--- src/rtl/pid_output_limiter64_pkg.sv ---
// Shared constants and helpers for the PID output limiter: channel count,
// IEEE-754 double constants and the sign-magnitude ordering key.
package pid_output_limiter64_pkg;

  localparam int          N_WINDTURBINE = 4;
  localparam logic [63:0] FP64_POS_ONE  = 64'h3FF0000000000000;
  localparam logic [63:0] FP64_NEG_ONE  = 64'hBFF0000000000000;
  localparam logic [10:0] FP64_EXP_MAX  = 11'h7FF;

  // Per-sample outcome of the clamp.
  typedef struct packed {
    logic sat_hi;
    logic sat_lo;
    logic nan;
  } clamp_flags_t;

  // Maps a double onto an unsigned key whose order matches numeric order
  // (with -0.0 just below +0.0). Positive values get the top bit set so
  // they sit above every negative value; negatives are inverted so larger
  // magnitudes give smaller keys.
  function automatic logic [63:0] fp64_key(input logic [63:0] v);
    logic [63:0] k;
    if (v[63]) begin
      k = ~v;
    end else begin
      k = {1'b1, v[62:0]};
    end
    return k;
  endfunction

  // NaN: all-ones exponent with a non-zero mantissa (Inf is not a NaN).
  function automatic logic fp64_is_nan(input logic [63:0] v);
    return (v[62:52] == FP64_EXP_MAX) && (v[51:0] != 52'd0);
  endfunction

endpackage

--- src/rtl/pid_output_limiter64_fp64_clamp_stage.sv ---
// Two-stage clamp of one IEEE double: stage 1 registers the sample with its
// limit-compare results, stage 2 registers the selected output and flags.
module fp64_clamp_stage
  import pid_output_limiter64_pkg::*;
#(
  parameter logic [63:0] LIM_HI = FP64_POS_ONE,
  parameter logic [63:0] LIM_LO = FP64_NEG_ONE
) (
  input  logic         clk,
  input  logic         rst_n,
  input  logic         clr_i,
  input  logic         s1_en_i,
  input  logic         s2_en_i,
  input  logic [63:0]  data_i,
  output logic         s1_flag_o,
  output logic [63:0]  data_o,
  output clamp_flags_t flags_o
);

  localparam logic [63:0] KEY_HI = fp64_key(LIM_HI);
  localparam logic [63:0] KEY_LO = fp64_key(LIM_LO);

  logic [63:0]  key_s;
  logic         nan_s;
  clamp_flags_t flags1_d, flags1_q;
  logic [63:0]  data1_q;
  logic [63:0]  data2_d, data2_q;
  clamp_flags_t flags2_q;

  // Compare the incoming sample against both limits; NaN masks the sat flags.
  always_comb begin
    key_s           = fp64_key(data_i);
    nan_s           = fp64_is_nan(data_i);
    flags1_d        = '0;
    flags1_d.nan    = nan_s;
    flags1_d.sat_hi = ~nan_s && (key_s > KEY_HI);
    flags1_d.sat_lo = ~nan_s && (key_s < KEY_LO);
  end

  // Stage 1: hold the raw sample and its compare results.
  always_ff @(posedge clk or negedge rst_n) begin
    if (!rst_n) begin
      data1_q  <= 64'd0;
      flags1_q <= '0;
    end else if (clr_i) begin
      data1_q  <= 64'd0;
      flags1_q <= '0;
    end else if (s1_en_i) begin
      data1_q  <= data_i;
      flags1_q <= flags1_d;
    end else begin
      data1_q  <= data1_q;
      flags1_q <= flags1_q;
    end
  end

  // Select the clamped value; in-range samples pass through bit-exact.
  always_comb begin
    data2_d = data1_q;
    if (flags1_q.nan) begin
      data2_d = LIM_LO;
    end else if (flags1_q.sat_hi) begin
      data2_d = LIM_HI;
    end else if (flags1_q.sat_lo) begin
      data2_d = LIM_LO;
    end else begin
      data2_d = data1_q;
    end
  end

  // Stage 2: output value and flags, held between valid beats.
  always_ff @(posedge clk or negedge rst_n) begin
    if (!rst_n) begin
      data2_q  <= 64'd0;
      flags2_q <= '0;
    end else if (clr_i) begin
      data2_q  <= 64'd0;
      flags2_q <= '0;
    end else if (s2_en_i) begin
      data2_q  <= data2_d;
      flags2_q <= flags1_q;
    end else begin
      data2_q  <= data2_q;
      flags2_q <= flags2_q;
    end
  end

  assign s1_flag_o = flags1_q.sat_hi | flags1_q.sat_lo | flags1_q.nan;
  assign data_o    = data2_q;
  assign flags_o   = flags2_q;

endmodule

--- src/rtl/pid_output_limiter64.sv ---
// Output limiter for the time-multiplexed PID: clamps each channel's y to
// [LIM_LO, LIM_HI], tags it with its channel and counts saturations per frame.
module pid_output_limiter64
  import pid_output_limiter64_pkg::*;
#(
  parameter int          N_CH   = N_WINDTURBINE,
  parameter int          CHW    = $clog2(N_CH),
  parameter logic [63:0] LIM_HI = FP64_POS_ONE,
  parameter logic [63:0] LIM_LO = FP64_NEG_ONE
) (
  input  logic           clk,
  input  logic           rst,
  input  logic           rst_user,
  input  logic           in_valid,
  input  logic [63:0]    in_data,
  output logic           out_valid,
  output logic [63:0]    out_data,
  output logic [CHW-1:0] out_ch,
  output logic           out_sat_hi,
  output logic           out_sat_lo,
  output logic           out_nan,
  output logic           frame_done,
  output logic [CHW:0]   sat_count
);

  localparam logic [CHW-1:0] LAST_CH = CHW'(N_CH - 1);

  logic           accept_s;
  logic [CHW-1:0] ch_d, ch_q;
  logic           v1_q;
  logic [CHW-1:0] ch1_q;
  logic           out_valid_q;
  logic [CHW-1:0] out_ch_q;
  logic           frame_done_q;
  logic [CHW:0]   acc_d, acc_q;
  logic [CHW:0]   sat_count_d, sat_count_q;
  logic           s1_flag_s;
  logic [CHW:0]   s1_inc_s;
  logic           last_s;
  clamp_flags_t   flags_s;

  // rst_user wins over a beat presented in the same cycle.
  assign accept_s = in_valid & ~rst_user;

  fp64_clamp_stage #(
    .LIM_HI (LIM_HI),
    .LIM_LO (LIM_LO)
  ) u_clamp (
    .clk       (clk),
    .rst_n     (rst),
    .clr_i     (rst_user),
    .s1_en_i   (accept_s),
    .s2_en_i   (v1_q),
    .data_i    (in_data),
    .s1_flag_o (s1_flag_s),
    .data_o    (out_data),
    .flags_o   (flags_s)
  );

  // Next channel index: advance on accepted beats, wrap after the last channel.
  always_comb begin
    ch_d = ch_q;
    if (accept_s) begin
      if (ch_q == LAST_CH) begin
        ch_d = '0;
      end else begin
        ch_d = ch_q + 1'b1;
      end
    end else begin
      ch_d = ch_q;
    end
  end

  // Channel counter and the valid/channel pipeline alongside the clamp stages.
  always_ff @(posedge clk or negedge rst) begin
    if (!rst) begin
      ch_q         <= '0;
      v1_q         <= 1'b0;
      ch1_q        <= '0;
      out_valid_q  <= 1'b0;
      out_ch_q     <= '0;
      frame_done_q <= 1'b0;
    end else if (rst_user) begin
      ch_q         <= '0;
      v1_q         <= 1'b0;
      ch1_q        <= '0;
      out_valid_q  <= 1'b0;
      out_ch_q     <= '0;
      frame_done_q <= 1'b0;
    end else begin
      ch_q         <= ch_d;
      v1_q         <= accept_s;
      ch1_q        <= accept_s ? ch_q : ch1_q;
      out_valid_q  <= v1_q;
      out_ch_q     <= v1_q ? ch1_q : out_ch_q;
      frame_done_q <= v1_q && (ch1_q == LAST_CH);
    end
  end

  assign last_s   = v1_q && (ch1_q == LAST_CH);
  assign s1_inc_s = {{CHW{1'b0}}, s1_flag_s};

  // Frame accumulator: add each stage-2 beat's flag, publish on the last channel.
  always_comb begin
    acc_d       = acc_q;
    sat_count_d = sat_count_q;
    if (last_s) begin
      sat_count_d = acc_q + s1_inc_s;
      acc_d       = '0;
    end else if (v1_q) begin
      acc_d       = acc_q + s1_inc_s;
    end else begin
      acc_d       = acc_q;
    end
  end

  // Accumulator and published count; a frame restart drops the partial count only.
  always_ff @(posedge clk or negedge rst) begin
    if (!rst) begin
      acc_q       <= '0;
      sat_count_q <= '0;
    end else if (rst_user) begin
      acc_q       <= '0;
      sat_count_q <= sat_count_q;
    end else begin
      acc_q       <= acc_d;
      sat_count_q <= sat_count_d;
    end
  end

  assign out_valid  = out_valid_q;
  assign out_ch     = out_ch_q;
  assign out_sat_hi = flags_s.sat_hi;
  assign out_sat_lo = flags_s.sat_lo;
  assign out_nan    = flags_s.nan;
  assign frame_done = frame_done_q;
  assign sat_count  = sat_count_q;

endmodule

--- config.mk ---
export PLATFORM = sky130hd
export DESIGN_NAME = pid_output_limiter64
export DESIGN_NICKNAME = d
export VERILOG_FILES = /design/src/rtl/pid_output_limiter64_pkg.sv /design/src/rtl/pid_output_limiter64_fp64_clamp_stage.sv /design/src/rtl/pid_output_limiter64.sv
export SDC_FILE = /design/constraint.sdc
export NUM_CORES = 1
export LEC_CHECK = 0
export ABC_AREA = 1
export BUFFER_PORTS_ARGS = -buffer_cell sky130_fd_sc_hd__buf_2
export CAP_MARGIN = 0
export CORE_ASPECT_RATIO = 0.75
export CORE_UTILIZATION = 56
export CTS_BUF_LIST = sky130_fd_sc_hd__clkbuf_16
export DETAILED_ROUTE_END_ITERATION = 7
export MAX_ROUTING_LAYER = met4
export PLACE_DENSITY = 0.81
export SETUP_SLACK_MARGIN = 0.4
export SLEW_MARGIN = 10
export SYNTH_ARGS = -nofsm -noshare
export SYNTH_HDL_FRONTEND = slang
export SYNTH_SLANG_ARGS = --single-unit
--- constraint.sdc ---
create_clock -name clk -period 1.8 [get_ports clk]
set_clock_uncertainty 0.05 [all_clocks]
set_input_delay 0.18 -clock clk [delete_from_list [all_inputs] [get_ports clk]]
set_output_delay 0.18 -clock clk [all_outputs]
set_load 0.005 [all_outputs]
==> impl_metrics.json <==
{
  "cts_tree": "done",
  "critPathCapture": "u_clamp.data_o[53]",
  "rr_endpoint": "u_clamp.data_o[53]",
  "ys_seq_area_share_pct": 51.5,
  "ios": 142,
  "cts.path.max_buffers": 2,
  "ctsRootBufferMaster": "clkbuf_16",
  "endpoint_kind": "register",
  "gr-usage-all-layers_pct": 33.0,
  "htreeDepth": 4,
  "grt_max_degree": 73,
  "io_buffers": 141,
  "synthAdderAreaFrac_pct": 0.518,
  "antenna_found_initial": 2,
  "met2_usage_pct": 49.6,
  "syn_nets": 995,
  "synth_warnings": 0,
  "wl_per_cell_um": 16.4,
  "yosysUniqueCellTypes": 29,
  "power.total_mw": 8.00,
  "cp_slowest_cell": "dfrtp_1",
  "status": "complete, no violations",
  "synth_top_family_by_area": "simple AND/OR/NAND/NOR gates",
  "overflow": 0,
  "synth.area.mux_share_pct": 0,
  "start_util_pct": 58.3,
  "finalCritPeriodShare_pct": 76.5,
  "r2r-start": "u_clamp.flags1_q[0]",
  "drive_gt1_share_pct": 21.6,
  "drt-pass1-iter-count": 5,
  "dpl.hpwl_um": 13200,
  "drc": 0,
  "gp_congestion": 0.958,
  "die_w_um": 133,
  "rows": 35,
  "num_vias": 6921,
  "synth_simple_gate_area_share_pct": 24.3,
  "start_kind": "register",
  "rsz0062_at_grt": "false",
  "hold_violations": 0,
  "required_ns": 2.04,
  "final_common_cell": "nand2_1",
  "synth_compound_area_share_pct": 11.3,
  "fmax_ghz": 0.726,
  "routed_wl_um": 20600,
  "crit_chain": "nor2_2, nand2_2, buf_4, o21ai_0, nand2_1",
  "grt_busiest_layer": "met2",
  "grt_pass1_wl_um": 33300,
  "grtUsageMet3_pct": 5.58,
  "slowest_delay_ns": 0.41,
  "grt_pass1_vias": 6600,
  "fin_area_sq_um": 9100,
  "cts.sinks": 149,
  "synth_area_sq_um": 7250,
  "mostFrequentLayoutCells": "nand2_1 (237), dfrtp_1 (149), buf_2 (136)",
  "peakVddDrop_mv": 0.645,
  "final-max-slew-violation-count": 0,
  "synth_seq_cells": 149,
  "worstMarginPinSlew_ns": 0.608,
  "setup_tns_ns": 0,
  "die_height_um": 101,
  "placed_area_sq_um": 8170,
  "relSlewSlack_pct": 59.5,
  "core_area_sq_um": 12400,
  "fin_crit_ns": 1.38,
  "reg2reg_depth": 5,
  "syn-instance-count": 924,
  "die_area_sq_um": 13400,
  "drv_cap": 0,
  "synth_xor_area_share_pct": 2.99,
  "fin_util_pct": 73.1,
  "p_per_area_nw_per_um2": 880,
  "setup_viol": 0,
  "vias_per_cell": 5.51,
  "hold_path_class": "in2reg",
  "drt_iter0_markers": 518,
  "power.leakage_nw": 4.79,
  "worst-setup-path-type": "reg2reg",
  "area_growth_pct": 25.5,
  "nFillCells": 950,
  "final_nets": 1147,
  "ff2ff_setup_slack_ns": 0.42,
  "ant_nets": 0,
  "path_max_fanout": 10,
  "met1_usage_pct": 45.7,
  "clk_pin_slew_ns": 0.06,
  "avgSynthCellArea_sq_um": 7.84,
  "clock_latency_ns": 0.41,
  "cts_buffers": 17,
  "cp.arrival_ns": 1.61,
  "cp-startpoint": "u_clamp.flags1_q[0]"
}
worst min-delay path by stage:
stage,cells past startpoint,to,start,slack [ns]
6_report,3,u_clamp.data1_q[13],in_data[13],0.02
3_3_place_gp,1,u_clamp.data_o[16],rst,0.08
4_1_cts,3,u_clamp.data1_q[9],in_data[9],0.0009
2_1_floorplan,0,acc_q[0],rst,-0.17
3_5_place_dp,1,u_clamp.data_o[16],rst,0.08
5_1_grt,3,u_clamp.data1_q[12],in_data[12],0.01
layer usage:
layer  part of all wire (%)  wire length, um
met5                      0                0
met2                     46             9400
met4                    2.0              414
met3                    8.5             1750
met1                     44             9070
where the power goes:
group | leakage (nW) | internal, mW | total (mW) | switching (mW)
Clock | 0.265 | 1.93 | 3.44 | 1.51
Combinational | 2.51 | 0.360 | 1.02 | 0.660
Sequential | 2.02 | 3.48 | 3.54 | 0.0577
Total | 4.79 | 5.78 | 8.00 | 2.23
registers in the layout (all words and copies together) (netlist names):
signal,count
v1_q,1
out_ch,2
u_clamp.flags_o,3
u_clamp.data_o,64
sat_count,3
out_valid,1
u_clamp.flags1_q,3
ch_q,2
frame_done,1
acc_q,3
ch1_q,2
u_clamp.data1_q,64
cells in the mapped netlist:
master	instances	area share, %
a21oi_1	4	0.28
a22o_1	4	0.48
and2_1	2	0.17
buf_1	3	0.16
buf_2	7	0.48
buf_4	2	0.21
buf_6	3	0.47
buf_8	2	0.41
clkbuf_1	30	1.6
dfrtp_1	149	51
ha_1	3	0.52
inv_1	116	6.0
inv_2	2	0.10
inv_4	1	0.086
nand2_1	245	13
nand2_2	1	0.086
nand3_1	85	5.9
nand4_1	3	0.26
nor2_1	93	4.8
nor2_2	2	0.17
nor3_1	3	0.21
o211ai_1	2	0.21
o21ai_0	99	6.8
o22ai_1	39	3.4
o31ai_1	1	0.10
xnor2_1	7	0.85
xnor2_2	1	0.22
xor2_1	14	1.7
xor2_2	1	0.22
timing repair:
| action | CTS | global route |
|---|---|---|
| hold buffers | 16 | 0 |
| pin swaps | 0 | 25 |
| gates resized for setup | 2 | 46 |
| endpoints found under the setup margin | 35 | 10 |
| endpoints found under the hold margin | 57 | 0 |
| buffers inserted | 1 | 6 |
layout make-up:
| type | count | area (sq um) | share of cell area (%) |
|---|---|---|---|
| tap | 166 | 208 | 2.28 |
| timing repair buffer | 180 | 1190 | 13.1 |
| clock buffer | 17 | 425 | 4.68 |
| multi-input combinational | 609 | 2950 | 32.4 |
| antenna | 2 | 5.00 | 0.0550 |
| sequential | 149 | 3730 | 41.0 |
| inverter | 119 | 449 | 4.94 |
| clock inverter | 15 | 145 | 1.60 |
logic make-up (layout without fill, tap and decap cells):
group / count (synthesis) / after routing
buffers and inverters: 166 / 331
and+or+nand+nor: 434 / 434
other: 0 / 2
adders and majority gates: 3 / 3
xor gates and xnor gates: 23 / 23
AOI/OAI and AO/OA: 149 / 149
DFF: 149 / 149
critical path, delay by kind of cell (launching register included):
kind	cells	cell delay (ns)
DFF	1	0.41
and+or+nand+nor	3	0.35
AOI/OAI and AO/OA	1	0.27
buffers and inverters	1	0.18
through the flow:
stage | worst slack, ns | hold WS [ns] | instances
2_1_floorplan | 0.400 | -0.166 | 924
3_3_place_gp | 0.0783 | 0.0789 | 1200
3_5_place_dp | 0.0311 | 0.0792 | 1200
4_1_cts | 0.409 | 0.000899 | 1249
5_1_grt | 0.371 | 0.0149 | 1257
6_report | 0.423 | 0.0151 | 1257
Power figures use the tool's default switching activity.
